$ cat src/rtl/stop_watch_pkg.sv
// Shared types, 7-segment encodings, drive polarities and helpers for the N-digit stopwatch.
package stop_watch_pkg;
    typedef logic [3:0] bcd_t;

    localparam logic AN_ON  = 1'b0;
    localparam logic AN_OFF = 1'b1;
    localparam logic SEG_ON = 1'b0;

    localparam logic [6:0] SEG_DASH  = 7'b100_0000;
    localparam logic [6:0] SEG_BLANK = 7'b000_0000;

    // Lit-segment pattern {g,f,e,d,c,b,a}, 1 = segment on
    function automatic logic [6:0] seg_encode(input bcd_t digit);
        logic [6:0] lit;
        case (digit)
            4'd0:    lit = 7'h3F;
            4'd1:    lit = 7'h06;
            4'd2:    lit = 7'h5B;
            4'd3:    lit = 7'h4F;
            4'd4:    lit = 7'h66;
            4'd5:    lit = 7'h6D;
            4'd6:    lit = 7'h7D;
            4'd7:    lit = 7'h07;
            4'd8:    lit = 7'h7F;
            4'd9:    lit = 7'h6F;
            default: lit = SEG_BLANK;
        endcase
        return lit;
    endfunction

    function automatic logic [7:0] seg_drive(input logic [7:0] lit);
        return (SEG_ON == 1'b1) ? lit : ~lit;
    endfunction

    function automatic bcd_t bcd_clean(input logic [3:0] nib);
        return (nib > 4'd9) ? 4'd0 : nib;
    endfunction

    function automatic int clog2(input int value);
        int width;
        width = 1;
        while ((1 << width) < value) width = width + 1;
        return width;
    endfunction

    function automatic int msb_index(input logic [7:0] mask);
        int top;
        top = -1;
        for (int i = 0; i < 8; i++) begin
            if (mask[i]) top = i;
        end
        return top;
    endfunction
endpackage

$ cat src/rtl/scan_led_disp_n.sv
// NDIG-digit multiplexed 7-segment scanner with decimal points, leading-zero blanking and minus sign.
module scan_led_disp_n
    import stop_watch_pkg::*;
#(
    parameter int              CLK_HZ  = 50_000_000,
    parameter int              SCAN_HZ = 1000,
    parameter int              NDIG    = 4,
    parameter logic [NDIG-1:0] DP_MASK = 4'b0101
) (
    input  logic              clk,
    input  logic              reset,
    input  logic [4*NDIG-1:0] digits,
    input  logic              minus,
    output logic [NDIG-1:0]   an,
    output logic [7:0]        sseg
);
    localparam int SCAN_DIV = (CLK_HZ / (SCAN_HZ * NDIG) > 1) ? CLK_HZ / (SCAN_HZ * NDIG) : 1;
    localparam int SW       = clog2(SCAN_DIV);
    localparam int IW       = clog2(NDIG);
    localparam int DP_TOP   = msb_index(8'(DP_MASK));
    localparam logic [SW-1:0] SCAN_LAST = SW'(SCAN_DIV - 1);
    localparam logic [IW-1:0] IDX_LAST  = IW'(NDIG - 1);

    logic [SW-1:0]   scan_cnt_r;
    logic            scan_en_s;
    logic [IW-1:0]   idx_r, idx_nxt_s;
    logic [NDIG-1:0] blank_s, an_nxt_s, an_r;
    logic [7:0]      sseg_nxt_s, sseg_r;
    logic [6:0]      lit_s;
    bcd_t            cur_digit_s;

    assign scan_en_s = (scan_cnt_r == SCAN_LAST);

    // Scan-rate divider
    always_ff @(posedge clk) begin
        if (!reset) begin
            scan_cnt_r <= '0;
        end else if (scan_en_s) begin
            scan_cnt_r <= '0;
        end else begin
            scan_cnt_r <= scan_cnt_r + SW'(1);
        end
    end

    // Leading-zero mask, walked from the most significant digit down; DP digits and digit 0 always show
    always_comb begin : blank_b
        logic zero_above_v;
        zero_above_v = 1'b1;
        blank_s      = '0;
        for (int i = NDIG - 1; i >= 0; i--) begin
            zero_above_v = zero_above_v & (digits[4*i +: 4] == 4'd0);
            blank_s[i]   = zero_above_v && (i > DP_TOP) && (i > 0);
        end
    end

    // Segment, anode and next-index values for the digit currently selected
    always_comb begin
        cur_digit_s = digits[{idx_r, 2'b00} +: 4];
        if (blank_s[idx_r]) begin
            lit_s = (minus && (idx_r == IDX_LAST)) ? SEG_DASH : SEG_BLANK;
        end else begin
            lit_s = seg_encode(cur_digit_s);
        end
        sseg_nxt_s = seg_drive({DP_MASK[idx_r], lit_s});
        for (int i = 0; i < NDIG; i++) begin
            an_nxt_s[i] = (idx_r == IW'(i)) ? AN_ON : AN_OFF;
        end
        idx_nxt_s = (idx_r == IDX_LAST) ? '0 : idx_r + IW'(1);
    end

    // Registered display outputs, refreshed once per scan step
    always_ff @(posedge clk) begin
        if (!reset) begin
            idx_r  <= '0;
            an_r   <= {NDIG{AN_OFF}};
            sseg_r <= seg_drive(8'h00);
        end else if (scan_en_s) begin
            idx_r  <= idx_nxt_s;
            an_r   <= an_nxt_s;
            sseg_r <= sseg_nxt_s;
        end else begin
            idx_r  <= idx_r;
            an_r   <= an_r;
            sseg_r <= sseg_r;
        end
    end

    assign an   = an_r;
    assign sseg = sseg_r;
endmodule

$ cat src/rtl/stop_watch_ndigit.sv
// N-digit BCD sign-magnitude up/down stopwatch on a single clock with tick enables and 7-seg scan.
// Optional lap-freeze of the display is built when STOP_WATCH_LAP_EN is defined.
module stop_watch_ndigit
    import stop_watch_pkg::*;
#(
    parameter int              CLK_HZ  = 50_000_000,
    parameter int              TICK_HZ = 100,
    parameter int              SCAN_HZ = 1000,
    parameter int              NDIG    = 4,
    parameter logic [NDIG-1:0] DP_MASK = 4'b0101
) (
    input  logic              clk,
    input  logic              reset,
    input  logic              set,
    input  logic              pause,
    input  logic              up,
    input  logic [4*NDIG-1:0] preset,
`ifdef STOP_WATCH_LAP_EN
    input  logic              lap,
`endif
    output logic [NDIG-1:0]   an,
    output logic [7:0]        sseg,
    output logic              minus_flag,
    output logic              ovf
);
    localparam int TICK_DIV = (CLK_HZ / TICK_HZ > 1) ? CLK_HZ / TICK_HZ : 1;
    localparam int TW       = clog2(TICK_DIV);
    localparam logic [TW-1:0] TICK_LAST = TW'(TICK_DIV - 1);

    logic [TW-1:0]     tick_cnt_r;
    logic              tick_s;
    logic [4*NDIG-1:0] mag_r, mag_nxt_s, inc_s, dec_s, preset_clean_s, disp_mag_s;
    logic              minus_r, minus_nxt_s, ovf_r, ovf_nxt_s;
    logic              all_nine_s, is_zero_s, disp_minus_s;

    assign tick_s = (tick_cnt_r == TICK_LAST);

    // Count-rate divider; free-running so pause/up changes land on the next natural tick
    always_ff @(posedge clk) begin
        if (!reset) begin
            tick_cnt_r <= '0;
        end else if (tick_s) begin
            tick_cnt_r <= '0;
        end else begin
            tick_cnt_r <= tick_cnt_r + TW'(1);
        end
    end

    // BCD +1 / -1 with full ripple; the final carry/borrow flag all-nines / zero magnitude
    always_comb begin : bcd_step_b
        logic carry_v, borrow_v;
        carry_v        = 1'b1;
        borrow_v       = 1'b1;
        inc_s          = '0;
        dec_s          = '0;
        preset_clean_s = '0;
        for (int i = 0; i < NDIG; i++) begin
            inc_s[4*i +: 4] = carry_v ? ((mag_r[4*i +: 4] == 4'd9) ? 4'd0 : mag_r[4*i +: 4] + 4'd1)
                                      : mag_r[4*i +: 4];
            dec_s[4*i +: 4] = borrow_v ? ((mag_r[4*i +: 4] == 4'd0) ? 4'd9 : mag_r[4*i +: 4] - 4'd1)
                                       : mag_r[4*i +: 4];
            carry_v  = carry_v & (mag_r[4*i +: 4] == 4'd9);
            borrow_v = borrow_v & (mag_r[4*i +: 4] == 4'd0);
            preset_clean_s[4*i +: 4] = bcd_clean(preset[4*i +: 4]);
        end
        all_nine_s = carry_v;
        is_zero_s  = borrow_v;
    end

    // Sign-magnitude next state: moving away from zero grows the magnitude, toward zero shrinks it
    always_comb begin
        mag_nxt_s   = mag_r;
        minus_nxt_s = minus_r;
        ovf_nxt_s   = ovf_r;
        if (set) begin
            mag_nxt_s   = preset_clean_s;
            minus_nxt_s = 1'b0;
            ovf_nxt_s   = 1'b0;
        end else if (tick_s && !pause) begin
            if (up != minus_r) begin
                if (all_nine_s) begin
                    ovf_nxt_s = 1'b1;
                end else begin
                    mag_nxt_s = inc_s;
                end
            end else if (is_zero_s) begin
                mag_nxt_s   = (4*NDIG)'(1);
                minus_nxt_s = 1'b1;
            end else begin
                mag_nxt_s   = dec_s;
                minus_nxt_s = minus_r & (dec_s != '0);
            end
        end else begin
            mag_nxt_s = mag_r;
        end
    end

    // Counter state registers
    always_ff @(posedge clk) begin
        if (!reset) begin
            mag_r   <= '0;
            minus_r <= 1'b0;
            ovf_r   <= 1'b0;
        end else begin
            mag_r   <= mag_nxt_s;
            minus_r <= minus_nxt_s;
            ovf_r   <= ovf_nxt_s;
        end
    end

`ifdef STOP_WATCH_LAP_EN
    logic              frz_r, snap_minus_r;
    logic [4*NDIG-1:0] snap_mag_r;

    // Lap freeze toggles on each pulse and captures the live value; set releases it
    always_ff @(posedge clk) begin
        if (!reset) begin
            frz_r        <= 1'b0;
            snap_mag_r   <= '0;
            snap_minus_r <= 1'b0;
        end else if (set) begin
            frz_r        <= 1'b0;
            snap_mag_r   <= snap_mag_r;
            snap_minus_r <= snap_minus_r;
        end else if (lap) begin
            frz_r        <= ~frz_r;
            snap_mag_r   <= mag_r;
            snap_minus_r <= minus_r;
        end else begin
            frz_r        <= frz_r;
            snap_mag_r   <= snap_mag_r;
            snap_minus_r <= snap_minus_r;
        end
    end

    assign disp_mag_s   = frz_r ? snap_mag_r : mag_r;
    assign disp_minus_s = frz_r ? snap_minus_r : minus_r;
`else
    assign disp_mag_s   = mag_r;
    assign disp_minus_s = minus_r;
`endif

    scan_led_disp_n #(
        .CLK_HZ  (CLK_HZ),
        .SCAN_HZ (SCAN_HZ),
        .NDIG    (NDIG),
        .DP_MASK (DP_MASK)
    ) u_scan (
        .clk    (clk),
        .reset  (reset),
        .digits (disp_mag_s),
        .minus  (disp_minus_s),
        .an     (an),
        .sseg   (sseg)
    );

    assign minus_flag = minus_r;
    assign ovf        = ovf_r;
endmodule

$ cat config.mk
export PLATFORM = sky130hd
export DESIGN_NAME = stop_watch_ndigit
export DESIGN_NICKNAME = d
export VERILOG_FILES = /design/src/rtl/stop_watch_pkg.sv /design/src/rtl/scan_led_disp_n.sv /design/src/rtl/stop_watch_ndigit.sv
export SDC_FILE = /design/constraint.sdc
export NUM_CORES = 1
export LEC_CHECK = 0
export ABC_AREA = 1
export ABC_CLOCK_PERIOD_IN_PS = 2410
export BUFFER_PORTS_ARGS = -buffer_cell sky130_fd_sc_hd__clkbuf_2
export CAP_MARGIN = 20
export CORE_ASPECT_RATIO = 0.6
export CORE_MARGIN = 2
export CORE_UTILIZATION = 25
export CTS_CLUSTER_DIAMETER = 40
export CTS_CLUSTER_SIZE = 24
export DETAILED_ROUTE_END_ITERATION = 6
export GPL_TIMING_DRIVEN = 0
export PLACE_DENSITY = 0.5
export SLEW_MARGIN = 40
export SYNTH_ARGS = -nofsm -noshare
export SYNTH_HDL_FRONTEND = slang
export SYNTH_SLANG_ARGS = --single-unit
export TNS_END_PERCENT = 100
$ cat constraint.sdc
create_clock -name clk -period 2.41 [get_ports clk]
set_input_delay 0.3615 -clock clk [delete_from_list [all_inputs] [get_ports clk]]
set_output_delay 0.3615 -clock clk [all_outputs]
set_load 0.01 [all_outputs]
Yosys cells after proc, flatten, opt, wreduce, memory -nomap -nowiden
Memories as Yosys holds them, arrays and structs flattened.
Index checks and enable logic that the tools add are counted.
Storage, ports and cells
  logic and storage cells: 107
  memories kept: 1
  ROM bits: 112
  bits in registers: 65
  input port bits: 21
  output and inout bits: 14
Cells by class
  magnitude comparators: 5
  reductions and logical operators: 19
  shift-type cells: 1
  $add $sub $neg: 11
  muxes and demuxes: 35
  equality and inequality tests: 14
  bitwise gates (word level): 10
Memory list
  (name not given): words 16, width 7, read ports 1, clocked after Yosys merged registers in 0, write ports 0, line stop_watch_pkg.sv:15  | case (digit)
Operator list (count)
  2-to-1 mux 16 bit: 5
  2-to-1 mux 4 bit: 18
  adder 19 x 1 -> 19 bit, second input constant: 1
  equality test 19 bit, second input constant: 1
  adder 4 x 1 -> 4 bit, second input constant: 4
  equality test 4 bit, second input constant: 4
  greater-than comparator 4 bit, second input constant: 4
  logical NOT 4 bit: 4
  nonzero test 16 bit: 1
  indexed part select 16 x 5 -> 4 bit: 1
  subtractor 4 x 1 -> 4 bit, second input constant: 4
  adder 14 x 1 -> 14 bit, second input constant: 1
  equality test 14 bit, second input constant: 1
  2-to-1 mux 7 bit: 2
  != test 3 bit, second input constant: 4
  AND reduction 3 bit: 4
  NOT 8 bit: 1
  bitwise AND 1 bit: 7
  2-to-1 mux 1 bit: 7
  OR reduction 2 bit: 3
  binary-select mux 1 bit (select 2 bit): 2
  equality test 2 bit, second input constant: 2
  AND reduction 2 bit: 2
  less-than comparator 2 x 3 -> 1 bit, second input constant: 1
  9 further kinds: 11

Longest topological paths before layout
  word-level depth: 8
  mapped depth: 13
  mapped depth without buffers: 12

By module
A second synthesis with hierarchy kept.
Unflattened totals
  cells, all modules: 667
  area total of the unflattened synthesis: 4274.1 um^2
Modules (own cells, without submodules)
  stop_watch_ndigit: times used 1, cells an instance 446, seq. area each 740.7 um^2, area each 2748.9 um^2
  scan_led_disp_n: times used 1, cells an instance 221, seq. area each 560.5 um^2, area each 1525.2 um^2

Least setup slack after synthesis
OpenSTA, ideal clock, no wires.
  kind: register to register
  from: register u_scan.idx_r[0]
  to: register u_scan.sseg_r[6], in the netlist u_scan.sseg[6]
  setup time: 0.133 ns
  period minus slack after synthesis: 1.661 ns
  stages on the path, launching flop included: 11
  path slack: 0.749 ns
  data required time: 2.277 ns
  buffers on the path: 1
  arrival time: 1.527 ns
  path through: dfxtp_1 buf_2 a21oi_1 o21ai_0 nand2_1 inv_1 ha_1 o21ai_0 a21oi_1 o21ai_0 nand3_1
Between the ends
  longest elaborated chain between the ends: 5
  elaborated cells between the ends (all ways): 9
  those cells by class: eq/ne: 1; shift: 1; mux: 4; bitwise: 1; reduce/logical: 1; memory: 1
RTL lines
  start, declared: line scan_led_disp_n.sv:26  | logic [IW-1:0] idx_r, idx_nxt_s;
  start signal, assigned: line scan_led_disp_n.sv:78  | idx_r <= idx_nxt_s;
  start signal, assigned: line scan_led_disp_n.sv:82  | idx_r <= idx_r;
  parallel branches: the longest is 3 deep, another holds memory (16 x 7 bit)
  2-to-1 mux 7 bit *: line scan_led_disp_n.sv:59  | if (blank_s[idx_r]) begin
  NOT 8 bit *: line stop_watch_pkg.sv:32  | return (SEG_ON == 1'b1) ? lit : ~lit;
  end signal, assigned: line scan_led_disp_n.sv:76  | sseg_r <= seg_drive(8'h00);
  end signal, assigned: line scan_led_disp_n.sv:80  | sseg_r <= sseg_nxt_s;
  end signal, assigned: line scan_led_disp_n.sv:84  | sseg_r <= sseg_r;
  end, declared: line scan_led_disp_n.sv:28  | logic [7:0] sseg_nxt_s, sseg_r;
Every way passes the cells marked *. The select of a mux whose other input is x is not followed.
A chain may end at the register's enable or synchronous reset.

Worst setup path in the final report
  from: register u_scan.scan_cnt_r[0]
  to: register u_scan.scan_cnt_r[11]
Between the ends
  longest elaborated chain between the ends: 2
  elaborated cells between the ends (all ways): 3
  those cells by class: add/sub: 1; eq/ne: 1; reduce/logical: 1
RTL lines
  start, declared: line scan_led_disp_n.sv:24  | logic [SW-1:0] scan_cnt_r;
  start signal, assigned: line scan_led_disp_n.sv:41  | scan_cnt_r <= scan_cnt_r + SW'(1);
  parallel branches: the longest is 2 deep, another holds adder 14 x 1 -> 14 bit
Parallel ways; which one is timed is not known.

==> metrics.txt <==
status finished, violations left; violated checks DRC; post-synthesis sequential area ratio approximately a third; Die ar. 17100 um^2; Post-Syn Area per Cell 6.44 um^2; Bufs on Longest Clock Path 2; # hold bufs at CTS 0; Syn Nets ~650; Via density between 4 and 5; Die Wd roughly 170 um; synth top area cells dfxtp_1 33%, nand2_1 13%, nor2_1 7.4%; startpoint types flop; Num CTS Buffers 9; required time of the worst setup path approximately 2600 ps; Min Clock Period, post-route roughly 2100 ps; CTS sink cnt 65; Ys Warns 0; P_sw approximately 830 uW; post-CTS setup buffers 0; Sw Share 28.6%; Cell Area, Synth 4000 um^2; Setup CP Type reg -> reg; FP Rows 35; Peak supply drop ~290 uV; sequential share of power between 30% and 40%; Total Power slightly below 3 mW; DR pass1 iterations 7; Worst-Skew Late Latency approximately 330 ps; async set or reset register ratio after synthesis 0%; Mapped Cells between 600 and 700; Clk pin slew, worst setup/hold paths ~60 ps; Clock Skew roughly 7.4 ps; antenna cells 0; remaining global-route overflow 0; combinational share of power 14.4%; Residual DRC 3; min-delay worst type in -> reg; Least-Margin Pin Slew 716 ps; maxcap violations 0; max layer used met4; Ports 35; Met2 Wirelength just under 4 mm; critical path arrival approximately 2300 ps; P_int slightly above 2 mW; PostCTS Resize Cnt 0; Total Neg Setup Slack 0 ps; EDFF count, synth 0; Antenna Nets Post-Route 0; Die Span Y ~100 um; post-DP HPWL approximately 8.5 mm; Reg2Reg Setup Slack roughly 340 ps; DRT iter0 DRCs 302; routed metal-1 wirelength ~6.3 mm; antenna violations before repair 0; CTS tree built; count of final setup violators 0; RSZ-0062 raised after global routing false; synth unique cells 38; cell with the most instances after synthesis nand2_1; vias in the first global route roughly 3.6k; Clk pwr share 46.4%; Synth top cells by count 141 x nand2_1, 79 x nor2_1, 74 x inv_1, 65 x dfxtp_1, 53 x nand3_1; first-pass GRT wire length between 15 and 20 mm; Slew Limit Fails 0; Filler cells about 1.7k; Power Density 615 nW/um^2; Leakage slightly above 2 nW; Setup crit end kind flop; Routed WL between 10 and 15 mm; Final Cycle Share a little under nine tenths; largest net degree at the start of global routing 13; Final Hold Fails 0; Core Box Area between 15000 and 20000 um^2; Slew Limit Headroom 52.2%; post-layout net count about 700; post-synth top area cell dfxtp_1; I/O Buffers 33; routed len/inst between 10 and 15 um; Max Fanout on Critical Path 10; layout cell share with drive strength beyond 1 about 14%; Initial Util ~26%; #FFs+latches synth 65; H-tree depth 3; area share of the largest cell type after synthesis 32.5%; gpl congestion roughly 0.85; root buffer cell clkbuf_16; fmax roughly 0.48 GHz; Layout area overhead 18.1%; ys flop type dfxtp_1; via count 3995; met3 routed WL about 680 um; GRT Total Usage around 14%
## cell families (layout without fill, tap and decap cells)
group,count (synthesis),in the layout,share of synthesized area (%)
simple gates,327,327,36.5
compound gates,108,108,14.8
buf+inv,95,144,9.54
flops,65,65,32.5
xor+xnor,16,16,3.50
fa+ha+maj,10,10,3.13
## final cells by class
type | instances | area [um^2] | share of cell area (%)
Sequential cell | 65 | 1300 | 27.5
Clock buffer | 10 | 239 | 5.06
Inverter | 80 | 302 | 6.38
Clock inverter | 6 | 66.3 | 1.40
Multi-Input combinational cell | 461 | 2320 | 49.0
Tap cell | 203 | 254 | 5.38
Buffer | 15 | 80.1 | 1.69
Timing Repair Buffer | 33 | 165 | 3.50
## through the flow
| stage | utilization [%] | worst slack, ps | cells | hold slack [ps] | area [um^2] |
|---|---|---|---|---|---|
| finish | 30.5 | 344 | 873 | 357 | 4720 |
| floorplan | - | 749 | 621 | 418 | 4000 |
| global placement | 28.5 | 387 | 857 | 433 | 4420 |
| detailed placement | 28.5 | 404 | 857 | 441 | 4420 |
| global route | 30.5 | 59.7 | 873 | 368 | 4720 |
| CTS | 30.5 | 389 | 873 | 349 | 4720 |
## critical path, cell delays in order (launching register included)
cell and delay, ps:
dfxtp_1 390, ha_1 260, nand3_1 100, nor4_1 290
nand2_1 270, nand2_1 130, buf_2 250, inv_1 120
o21ai_0 90, a21oi_1 50
## flip-flops by register name (all words and copies together), names as in the netlist
register,flops
disp_mag_s,16
u_scan.sseg,8
tick_cnt_r,19
u_scan.an,4
minus_flag,1
ovf,1
u_scan.idx_r,2
u_scan.scan_cnt_r,14
## path summary, 6_finish.rpt
kind                                           start                     to  depth (start not counted)
worst min register to register         tick_cnt_r[0]          tick_cnt_r[0]                          1
worst max-delay path            u_scan.scan_cnt_r[0]  u_scan.scan_cnt_r[11]                          9
worst min-delay path                       preset[0]          disp_mag_s[0]                          3
worst max register to register  u_scan.scan_cnt_r[0]  u_scan.scan_cnt_r[11]                          9
## routing by layer
layer	vias to the layer above	track usage, %
li1	2113	-
met1	1756	21.1
met2	116	18.6
met3	10	3.56
met4	0	4.21
met5	-	0
## layout by cell type, fill, tap and decap left out, types with 3 or more instances in the layout
master,n
a21oi_1,52
a31oi_1,4
buf_2,7
clkbuf_1,5
clkbuf_16,9
clkbuf_2,33
clkinv_2,3
dfxtp_1,65
ha_1,10
inv_1,74
inv_2,3
nand2_1,141
nand2_2,6
nand3_1,53
nand3_2,4
nand4_1,8
nor2_1,79
nor2_2,12
nor3_1,11
nor4_1,5
o211ai_1,7
o21a_1,3
o21ai_0,34
o31ai_1,4
xnor2_1,5
xor2_1,11
## power groups by stage
stage	Clock [mW]	Sequential, mW	Combinational (mW)
final	1.35	1.14	0.417
after detailed placement	0	1.16	0.410
after CTS	1.38	1.14	0.413
after global placement	0	1.16	0.415
after floorplan	0	1.15	0.307
after global routing	1.43	1.14	0.477
No activity file was read; power rests on OpenSTA's default activity.
